$ cat src/rtl/fp_to_fixed_pipe.sv
// Three-stage IEEE-754 single to signed fixed-point converter with valid/ready on both sides.
// One global advance enable stalls every stage together, so ordering is preserved trivially.
module fp_to_fixed_pipe #(
   parameter int WORD_LENGTH = 21,
   parameter int FRAC_BITS   = 19
) (
   input  logic                   clk,
   input  logic                   reset,
   input  logic                   in_valid,
   output logic                   in_ready,
   input  logic [31:0]            in_data,
   input  logic                   in_round,
   output logic                   out_valid,
   input  logic                   out_ready,
   output logic [WORD_LENGTH-1:0] out_data,
   output logic                   out_ovf,
   output logic                   out_unf,
   output logic                   out_inv
);

   localparam int MAG_W = 64;
   localparam logic [MAG_W-1:0] POS_LIM = (64'd1 << (WORD_LENGTH - 1)) - 64'd1;
   localparam logic [MAG_W-1:0] NEG_LIM = 64'd1 << (WORD_LENGTH - 1);
   localparam logic signed [10:0] SH_OFF = 11'(FRAC_BITS - 150);
   localparam logic [WORD_LENGTH-1:0] SAT_POS = {1'b0, {(WORD_LENGTH-1){1'b1}}};
   localparam logic [WORD_LENGTH-1:0] SAT_NEG = {1'b1, {(WORD_LENGTH-1){1'b0}}};

   logic adv;

   logic        s1_valid_q, s1_valid_d, s1_sign_q, s1_sign_d, s1_round_q, s1_round_d;
   logic [7:0]  s1_exp_q, s1_exp_d;
   logic [22:0] s1_man_q, s1_man_d;
   logic        s1_zero_q, s1_zero_d, s1_inf_q, s1_inf_d, s1_nan_q, s1_nan_d;

   logic             s2_valid_q, s2_valid_d, s2_sign_q, s2_sign_d, s2_big_q, s2_big_d;
   logic [MAG_W-1:0] s2_mag_q, s2_mag_d;
   logic             s2_zero_q, s2_zero_d, s2_inf_q, s2_inf_d, s2_nan_q, s2_nan_d;

   logic                   out_valid_q, out_valid_d;
   logic [WORD_LENGTH-1:0] out_data_q, out_data_d;
   logic                   out_ovf_q, out_ovf_d, out_unf_q, out_unf_d, out_inv_q, out_inv_d;

   logic [23:0]            mant;
   logic signed [10:0]     sh, rsh;
   logic [49:0]            shifted;
   logic [MAG_W-1:0]       mag;
   logic                   guard, sticky, big;
   logic [WORD_LENGTH-1:0] signed_res;

   always_comb begin
      adv = !out_valid_q | out_ready;

      s1_valid_d = in_valid;
      s1_sign_d  = in_data[31];
      s1_exp_d   = in_data[30:23];
      s1_man_d   = in_data[22:0];
      s1_round_d = in_round;
      s1_zero_d  = (in_data[30:23] == 8'h00);
      s1_inf_d   = (in_data[30:23] == 8'hFF) && (in_data[22:0] == 23'd0);
      s1_nan_d   = (in_data[30:23] == 8'hFF) && (in_data[22:0] != 23'd0);

      mant    = {1'b1, s1_man_q};
      sh      = $signed({3'b000, s1_exp_q}) + SH_OFF;
      rsh     = -sh;
      mag     = '0;
      guard   = 1'b0;
      sticky  = 1'b0;
      big     = 1'b0;
      shifted = '0;
      // Left shifts past 40 cannot fit any legal word length, so flag them instead of shifting.
      if (!sh[10]) begin
         if (sh > 11'sd40) big = 1'b1;
         else              mag = {40'd0, mant} << sh[5:0];
      end else if (rsh < 11'sd26) begin
         shifted = {mant, 26'd0} >> rsh[4:0];
         mag     = {40'd0, shifted[49:26]};
         guard   = shifted[25];
         sticky  = |shifted[24:0];
      end
      s2_valid_d = s1_valid_q;
      s2_sign_d  = s1_sign_q;
      s2_big_d   = big;
      s2_mag_d   = mag + 64'(s1_round_q & guard & (sticky | mag[0]));
      s2_zero_d  = s1_zero_q;
      s2_inf_d   = s1_inf_q;
      s2_nan_d   = s1_nan_q;

      // The exact negative minimum is representable, hence the asymmetric limits.
      out_valid_d = s2_valid_q;
      out_inv_d   = s2_nan_q;
      out_ovf_d   = !s2_nan_q && !s2_zero_q &&
                    (s2_inf_q || s2_big_q || (s2_sign_q ? (s2_mag_q > NEG_LIM) : (s2_mag_q > POS_LIM)));
      signed_res  = s2_sign_q ? -s2_mag_q[WORD_LENGTH-1:0] : s2_mag_q[WORD_LENGTH-1:0];
      if (s2_nan_q || s2_zero_q) out_data_d = '0;
      else if (out_ovf_d)        out_data_d = s2_sign_q ? SAT_NEG : SAT_POS;
      else                       out_data_d = signed_res;
      out_unf_d = !s2_nan_q && !s2_zero_q && !s2_inf_q && !out_ovf_d && (s2_mag_q == '0);
   end

   always_ff @(posedge clk) begin
      if (reset) begin
         s1_valid_q  <= 1'b0;
         s2_valid_q  <= 1'b0;
         out_valid_q <= 1'b0;
         out_data_q  <= '0;
         out_ovf_q   <= 1'b0;
         out_unf_q   <= 1'b0;
         out_inv_q   <= 1'b0;
      end else if (adv) begin
         s1_valid_q  <= s1_valid_d;
         s1_sign_q   <= s1_sign_d;
         s1_exp_q    <= s1_exp_d;
         s1_man_q    <= s1_man_d;
         s1_round_q  <= s1_round_d;
         s1_zero_q   <= s1_zero_d;
         s1_inf_q    <= s1_inf_d;
         s1_nan_q    <= s1_nan_d;
         s2_valid_q  <= s2_valid_d;
         s2_sign_q   <= s2_sign_d;
         s2_big_q    <= s2_big_d;
         s2_mag_q    <= s2_mag_d;
         s2_zero_q   <= s2_zero_d;
         s2_inf_q    <= s2_inf_d;
         s2_nan_q    <= s2_nan_d;
         out_valid_q <= out_valid_d;
         out_data_q  <= out_data_d;
         out_ovf_q   <= out_ovf_d;
         out_unf_q   <= out_unf_d;
         out_inv_q   <= out_inv_d;
      end
   end

   assign in_ready  = adv;
   assign out_valid = out_valid_q;
   assign out_data  = out_data_q;
   assign out_ovf   = out_ovf_q;
   assign out_unf   = out_unf_q;
   assign out_inv   = out_inv_q;

endmodule

$ cat config.mk
export PLATFORM = sky130hd
export DESIGN_NAME = fp_to_fixed_pipe
export DESIGN_NICKNAME = d
export VERILOG_FILES = /design/src/rtl/fp_to_fixed_pipe.sv
export SDC_FILE = /design/constraint.sdc
export NUM_CORES = 1
export LEC_CHECK = 0
export CAP_MARGIN = 25
export CORE_MARGIN = 2
export CORE_UTILIZATION = 40
export CTS_CLUSTER_DIAMETER = 200
export CTS_CLUSTER_SIZE = 24
export DETAILED_ROUTE_END_ITERATION = 16
export PLACE_DENSITY_LB_ADDON = 0.2
export SETUP_SLACK_MARGIN = 0.5
export SLEW_MARGIN = 10
export SYNTH_ARGS = -nofsm -noshare
export SYNTH_HDL_FRONTEND = slang
export SYNTH_SLANG_ARGS = --single-unit
export TNS_END_PERCENT = 30
$ cat constraint.sdc
create_clock -name clk -period 10.4 [get_ports clk]
set_clock_uncertainty 0.1 [all_clocks]
set_input_delay 1.04 -clock clk [delete_from_list [all_inputs] [get_ports clk]]
set_output_delay 1.04 -clock clk [all_outputs]
set_load 0.01 [all_outputs]
# After elaboration in Yosys (flattened, before gate mapping)
# Index checks and enable logic that the tools add are counted.
dict set report totals {
  reg_bits 132
  in_bits 37
  wordCells 70
}
dict set report op_classes {
  add_sub_neg 4
  n_lt_le_gt_ge 4
  n_eq_ne 1
  shifts 2
  n_mux 13
  bitwise_logic 5
  n_reduce_logical 21
}
# cell count
set ops {}
lappend ops {{$mux W64} 2}
lappend ops {{$mux W21} 4}
lappend ops {{$add A64 B1 Y64} 1}
lappend ops {{$gt A64 B20 Y1 const B} 1}
lappend ops {{$gt A64 B21 Y1 const B} 1}
lappend ops {{$logic_not A64 Y1} 1}
lappend ops {{$shl A24 B6 Y64} 1}
lappend ops {{$shr A50 B5 Y50} 1}
lappend ops {{$reduce_or A25 Y1} 1}
lappend ops {{$mux W24} 1}
lappend ops {{$logic_not A23 Y1} 1}
lappend ops {{$reduce_bool A23 Y1} 1}
lappend ops {{$neg A21 Y21} 1}
lappend ops {{$lt A11 B6 Y1 const B} 1}
lappend ops {{$neg A10 Y11} 1}
lappend ops {{$add A9 B9 Y10 const B} 1}
lappend ops {{$gt A10 B7 Y1 const B} 1}
lappend ops {{$eq A8 B8 Y1 const B} 1}
lappend ops {{$logic_not A8 Y1} 1}
lappend ops {{$logic_and A1 B1 Y1} 7}
lappend ops {{$mux W1} 6}
lappend ops {{$logic_not A1 Y1} 5}
lappend ops {{$logic_or A1 B1 Y1} 3}
lappend ops {{$and A1 B1 Y1} 2}
lappend ops {{other kinds (3)} 4}

# Depth between registers and ports, before layout
dict set report depth {
  ltp_word 9
  ltp_mapped 26
  depth_no_buf 16
}

# Least setup slack after synthesis
# Ideal clock, no wire load.
dict set report synth_path {
  path_kind {input to register}
  startpoint {in out_ready}
  endpoint {reg s2_nan_q (netlist: out_inv_d) (enable)}
  setup_ns 0.570
  arrival_time_ns 5.689
  path_slack_ns 4.041
  path_stages 3
  n_path_buf 1
  cell_sequence {nor2b_1 -> clkbuf_1 -> nor2_1}
}
dict set report synth_via {
  elab_chain_len 2
}
# element line
set synth_rtl {}
lappend synth_rtl {{start: declaration} 14} ;# input logic out_ready,
lappend synth_rtl {{$or A1 B1 Y1} 51} ;# adv = !out_valid_q | out_ready;
lappend synth_rtl {{$reduce_and A2 Y1 (no line)} -}
lappend synth_rtl {{end signal: assignment} 124} ;# s2_nan_q <= s2_nan_d;
lappend synth_rtl {{end: declaration} 37} ;# logic s2_zero_q, s2_zero_d, s2_inf_q, s2_inf_d, s2_nan_q, s2_nan_d;
# No other way between the ends.
# A chain may end at the register's enable or synchronous reset.

# Worst setup path after layout
dict set report layout_path {
  startpoint {reg s1_exp_q[0]}
  endpoint {reg s2_mag_q[18], data pin}
}
dict set report layout_via {
  elab_chain_len 9
}
# element line
set layout_rtl {}
lappend layout_rtl {{start: declaration} 31} ;# logic [7:0] s1_exp_q, s1_exp_d;
lappend layout_rtl {{start signal: assignment} 112} ;# s1_exp_q <= s1_exp_d;
lappend layout_rtl {{$add A9 B9 Y10 *} 63} ;# sh = $signed({3'b000, s1_exp_q}) + SH_OFF;
lappend layout_rtl {{$neg A10 Y11} 64} ;# rsh = -sh;
lappend layout_rtl {{$shr A50 B5 Y50} 75} ;# shifted = {mant, 26'd0} >> rsh[4:0];
lappend layout_rtl {{$reduce_or A25 Y1} 78} ;# sticky = |shifted[24:0];
lappend layout_rtl {{$mux W1} 74} ;# end else if (rsh < 11'sd26) begin
lappend layout_rtl {{$mux W1} 71} ;# if (!sh[10]) begin
lappend layout_rtl {{$or A1 B1 Y1} 83} ;# s2_mag_d = mag + 64'(s1_round_q & guard & (sticky | mag[0]));
lappend layout_rtl {{$and A1 B1 Y1} 83}
lappend layout_rtl {{$add A64 B1 Y64 *} 83}
lappend layout_rtl {{net s2_mag_d[18]} 36} ;# logic [MAG_W-1:0] s2_mag_q, s2_mag_d;
lappend layout_rtl {{end signal: assignment} 121} ;# s2_mag_q <= s2_mag_d;
lappend layout_rtl {{end: declaration} 36}
# The timed path passes the listed nets; every way through them passes the cells marked *.

==> results.py <==
metrics = {
    "worst_setup_path": {
        "critPathMaxStageDelay_ps": 730,
        "crit_type": "reg -> reg",
        "r2r-start": "s1_exp_q[0]$_DFFE_PP_",
        "crit_arrival_ps": 6580,
        "worst-path-max-fanout": 71,
        "crit_start": "s1_exp_q[0]$_DFFE_PP_",
        "cpMaxStageDelayCell": "buf_4",
        "crit_required_ps": 10470,
        "cp-end-kind": "flip-flop",
        "crit_chain": "buf_4 > ha_1 > ha_2 > buf_4 > inv_1 > ha_1 > buf_4 > nor2_1 > o22a_1 > or3_1 > o221ai_1 > and2_1 > ha_1 > inv_1 > a21oi_1 > nand4_2 > or2_1 > nor4_2 > xor2_1",
        "reg2regPathDepth": 19,
        "cp-start-kind": "flip-flop",
    },
    "yosys": {
        "synth_seq_area_share_pct": 37.4,
        "synth_seq_cells": 132,
        "async_flop_share_pct": 0,
        "ys.flop_type": "edfxtp_1",
        "ys_top_cells_by_area": "edfxtp_1 (32%), mux4_2 (7.5%), mux2i_1 (6.3%)",
        "syn_nets": 1078,
        "synth_top_area_share_pct": 31.9,
        "yosysUniqueCellTypes": 85,
        "yosys.area.top_type": "edfxtp_1",
        "synth_common_cells": "nor2_1 (122), edfxtp_1 (105), nand2_1 (77)",
        "syn_inst": 1035,
        "synth_edf_count": 105,
        "avgSynthCellArea_um2": 9.54,
        "post-synth-top-count-cell": "nor2_1",
        "netlist_area_um2": 9870,
        "yosysWarningCount": 0,
    },
    "placement": {
        "post_dp_cell_area_um2": 10700,
        "io_buffers": 62,
        "post-place-ws_ps": 3950,
        "dpl.cell_count": 1368,
        "place_congestion": 0.970,
        "hpwl_um": 22100,
    },
    "die": {
        "core_area_um2": 24200,
        "fp.dieH_um": 161,
        "die_w_um": 161,
        "start_util_pct": 40.7,
        "io_pins": 63,
        "rows": 57,
        "die_area_um2": 26000,
    },
    "clocking": {
        "cts_tree": "yes",
        "cts_sinks": 132,
        "numCtsBuffers": 17,
        "cts-hold-fix-buffers": 0,
        "root_buffer": "clkbuf_16",
        "path_clk_slew_ps": 60,
        "cts_resized": 0,
        "clk_path_buf_depth": 2,
        "cts_setup_buffers": 0,
        "cts_max_level": 4,
        "clk_latency_ps": 450,
    },
    "sta": {
        "setup_tns_ps": 0,
        "setup_violations": 0,
        "rsz0062_at_grt": "false",
        "tightest_slew_ps": 1080,
        "finalMaxSlewViolations": 0,
        "slew-limit-headroom_pct": 28.2,
        "layout_setup_ws_ps": 3890,
        "period_needed_ps": 6510,
        "final_hold_viol_count": 0,
        "holdWs_ps": 322,
        "min_period_over_period_pct": 62.6,
        "max_freq_mhz": 154,
    },
    "cells_and_area": {
        "final_util_pct": 46.8,
        "area_growth_pct": 14.9,
        "instances_no_fill": 1402,
        "drive_above_1_share_pct": 12.8,
        "finalInstanceArea_um2": 11300,
        "num-fill-cells": 2370,
        "diodes": 0,
        "nets": 1108,
    },
    "global_route": {
        "antenna_found_initial": 0,
        "track_usage_pct": 23.3,
        "grt_pass1_vias": 8206,
        "grt_pass1_wl_um": 47200,
        "gr-total-overflow": 0,
        "grt_max_degree": 88,
    },
    "pwr": {
        "vdd_drop_max_uv": 103,
        "p_leak_nw": 3.95,
        "finalPower_mw": 1.74,
        "cellPowerDensity_nw_per_um2": 153,
    },
    "hold_path": {
        "hp-class": "reg -> reg",
        "holdPathStages": 0,
        "min_from": "s1_inf_q$_DFFE_PP_",
    },
    "drt": {
        "drtIter0Drc": 801,
        "ant_nets": 0,
        "via_count": 8719,
        "route.detailed.drc": 0,
        "wl_per_cell_um": 21.4,
        "drt-total-wl_um": 30000,
        "avgViaCountPerCell": 6.22,
        "firstDrtPassIters": 5,
    },
    "flow_run": {
        "maxCapViolCount": 0,
    },
    "status": {
        "status": "completed",
    },
}
-- logic make-up after synthesis --
kind of cell               synth area share (%)
adders and majority gates                 0.761
AOI/OAI and AO/OA                          18.7
and+or+nand+nor                            19.9
buffers and inverters                      4.22
muxes                                      16.2
DFF                                        37.4
xor gates and xnor gates                   2.83
-- registers in the layout, summed over array words and instances (netlist names) --
name and cells:
s1_zero_q 1, s2_mag_q 64, s1_inf_q 1, s2_zero_q 1
out_ovf 1, out_valid 1, out_inv_d 1, s2_sign_q 1
s1_round_q 1, out_inv 1, s1_valid_q 1, s2_inf_q 1
s1_exp_q 8, s1_sign_q 1, s1_man_q 23, s2_big_q 1
out_unf 1, s1_nan_q 1, out_valid_d 1, out_data 21
-- final timing paths --
| kind | endpoint | slack, ps |
|---|---|---|
| max | s2_mag_q[18]$_DFFE_PP_ | 3890 |
| min | s2_inf_q$_DFFE_PP_ | 320 |
| max reg2reg | s2_mag_q[18]$_DFFE_PP_ | 3890 |
| min reg2reg | s2_inf_q$_DFFE_PP_ | 320 |
-- cell usage in the layout, fill, tap and decap left out, types with 21 or more instances in the layout --
cell / n
o22ai_1: 33
a21oi_1: 52
nor4_1: 23
mux2i_1: 62
mux2_2: 21
dfxtp_1: 27
a211oi_1: 22
mux4_2: 33
nor2_1: 121
o21ai_0: 43
clkdlybuf4s50_1: 62
edfxtp_1: 105
inv_1: 21
nand2_1: 77
nor3_1: 37
nand3_1: 24
-- power by group --
part | switching [mW] | total (mW) | internal (mW)
Clock | 0.265 | 0.608 | 0.343
Combinational | 0.303 | 0.488 | 0.185
Sequential | 0.0354 | 0.643 | 0.608
Total | 0.603 | 1.74 | 1.14
-- metal layers --
metal / GRT usage (%) / up-vias / part of all wire, %
li1: - / 4067 / -
met1: 31.3 / 4175 / 43
met2: 37.5 / 401 / 47
met3: 3.52 / 76 / 6.9
met4: 10.2 / 0 / 3.7
met5: 0 / - / 0
-- final cells by class --
class	count	area [um^2]	area share, %
well taps	324	405	3.57
clock inverters	11	83.8	0.739
repair buffers	82	783	6.90
flip-flops and latches	132	3690	32.6
clock buffers	21	492	4.33
inverters	23	86.3	0.761
multi-input cells	809	5800	51.1
-- worst max-delay path: cells and delay by family (launching register included) --
family / cells / cell delay [ps]
buf+inv: 5 / 2100
xor+xnor: 1 / 90
compound gates: 3 / 660
fa+ha+maj: 4 / 1340
flops: 1 / 350
simple gates: 6 / 1500
Note: power is estimated with default switching activity, not from simulation.
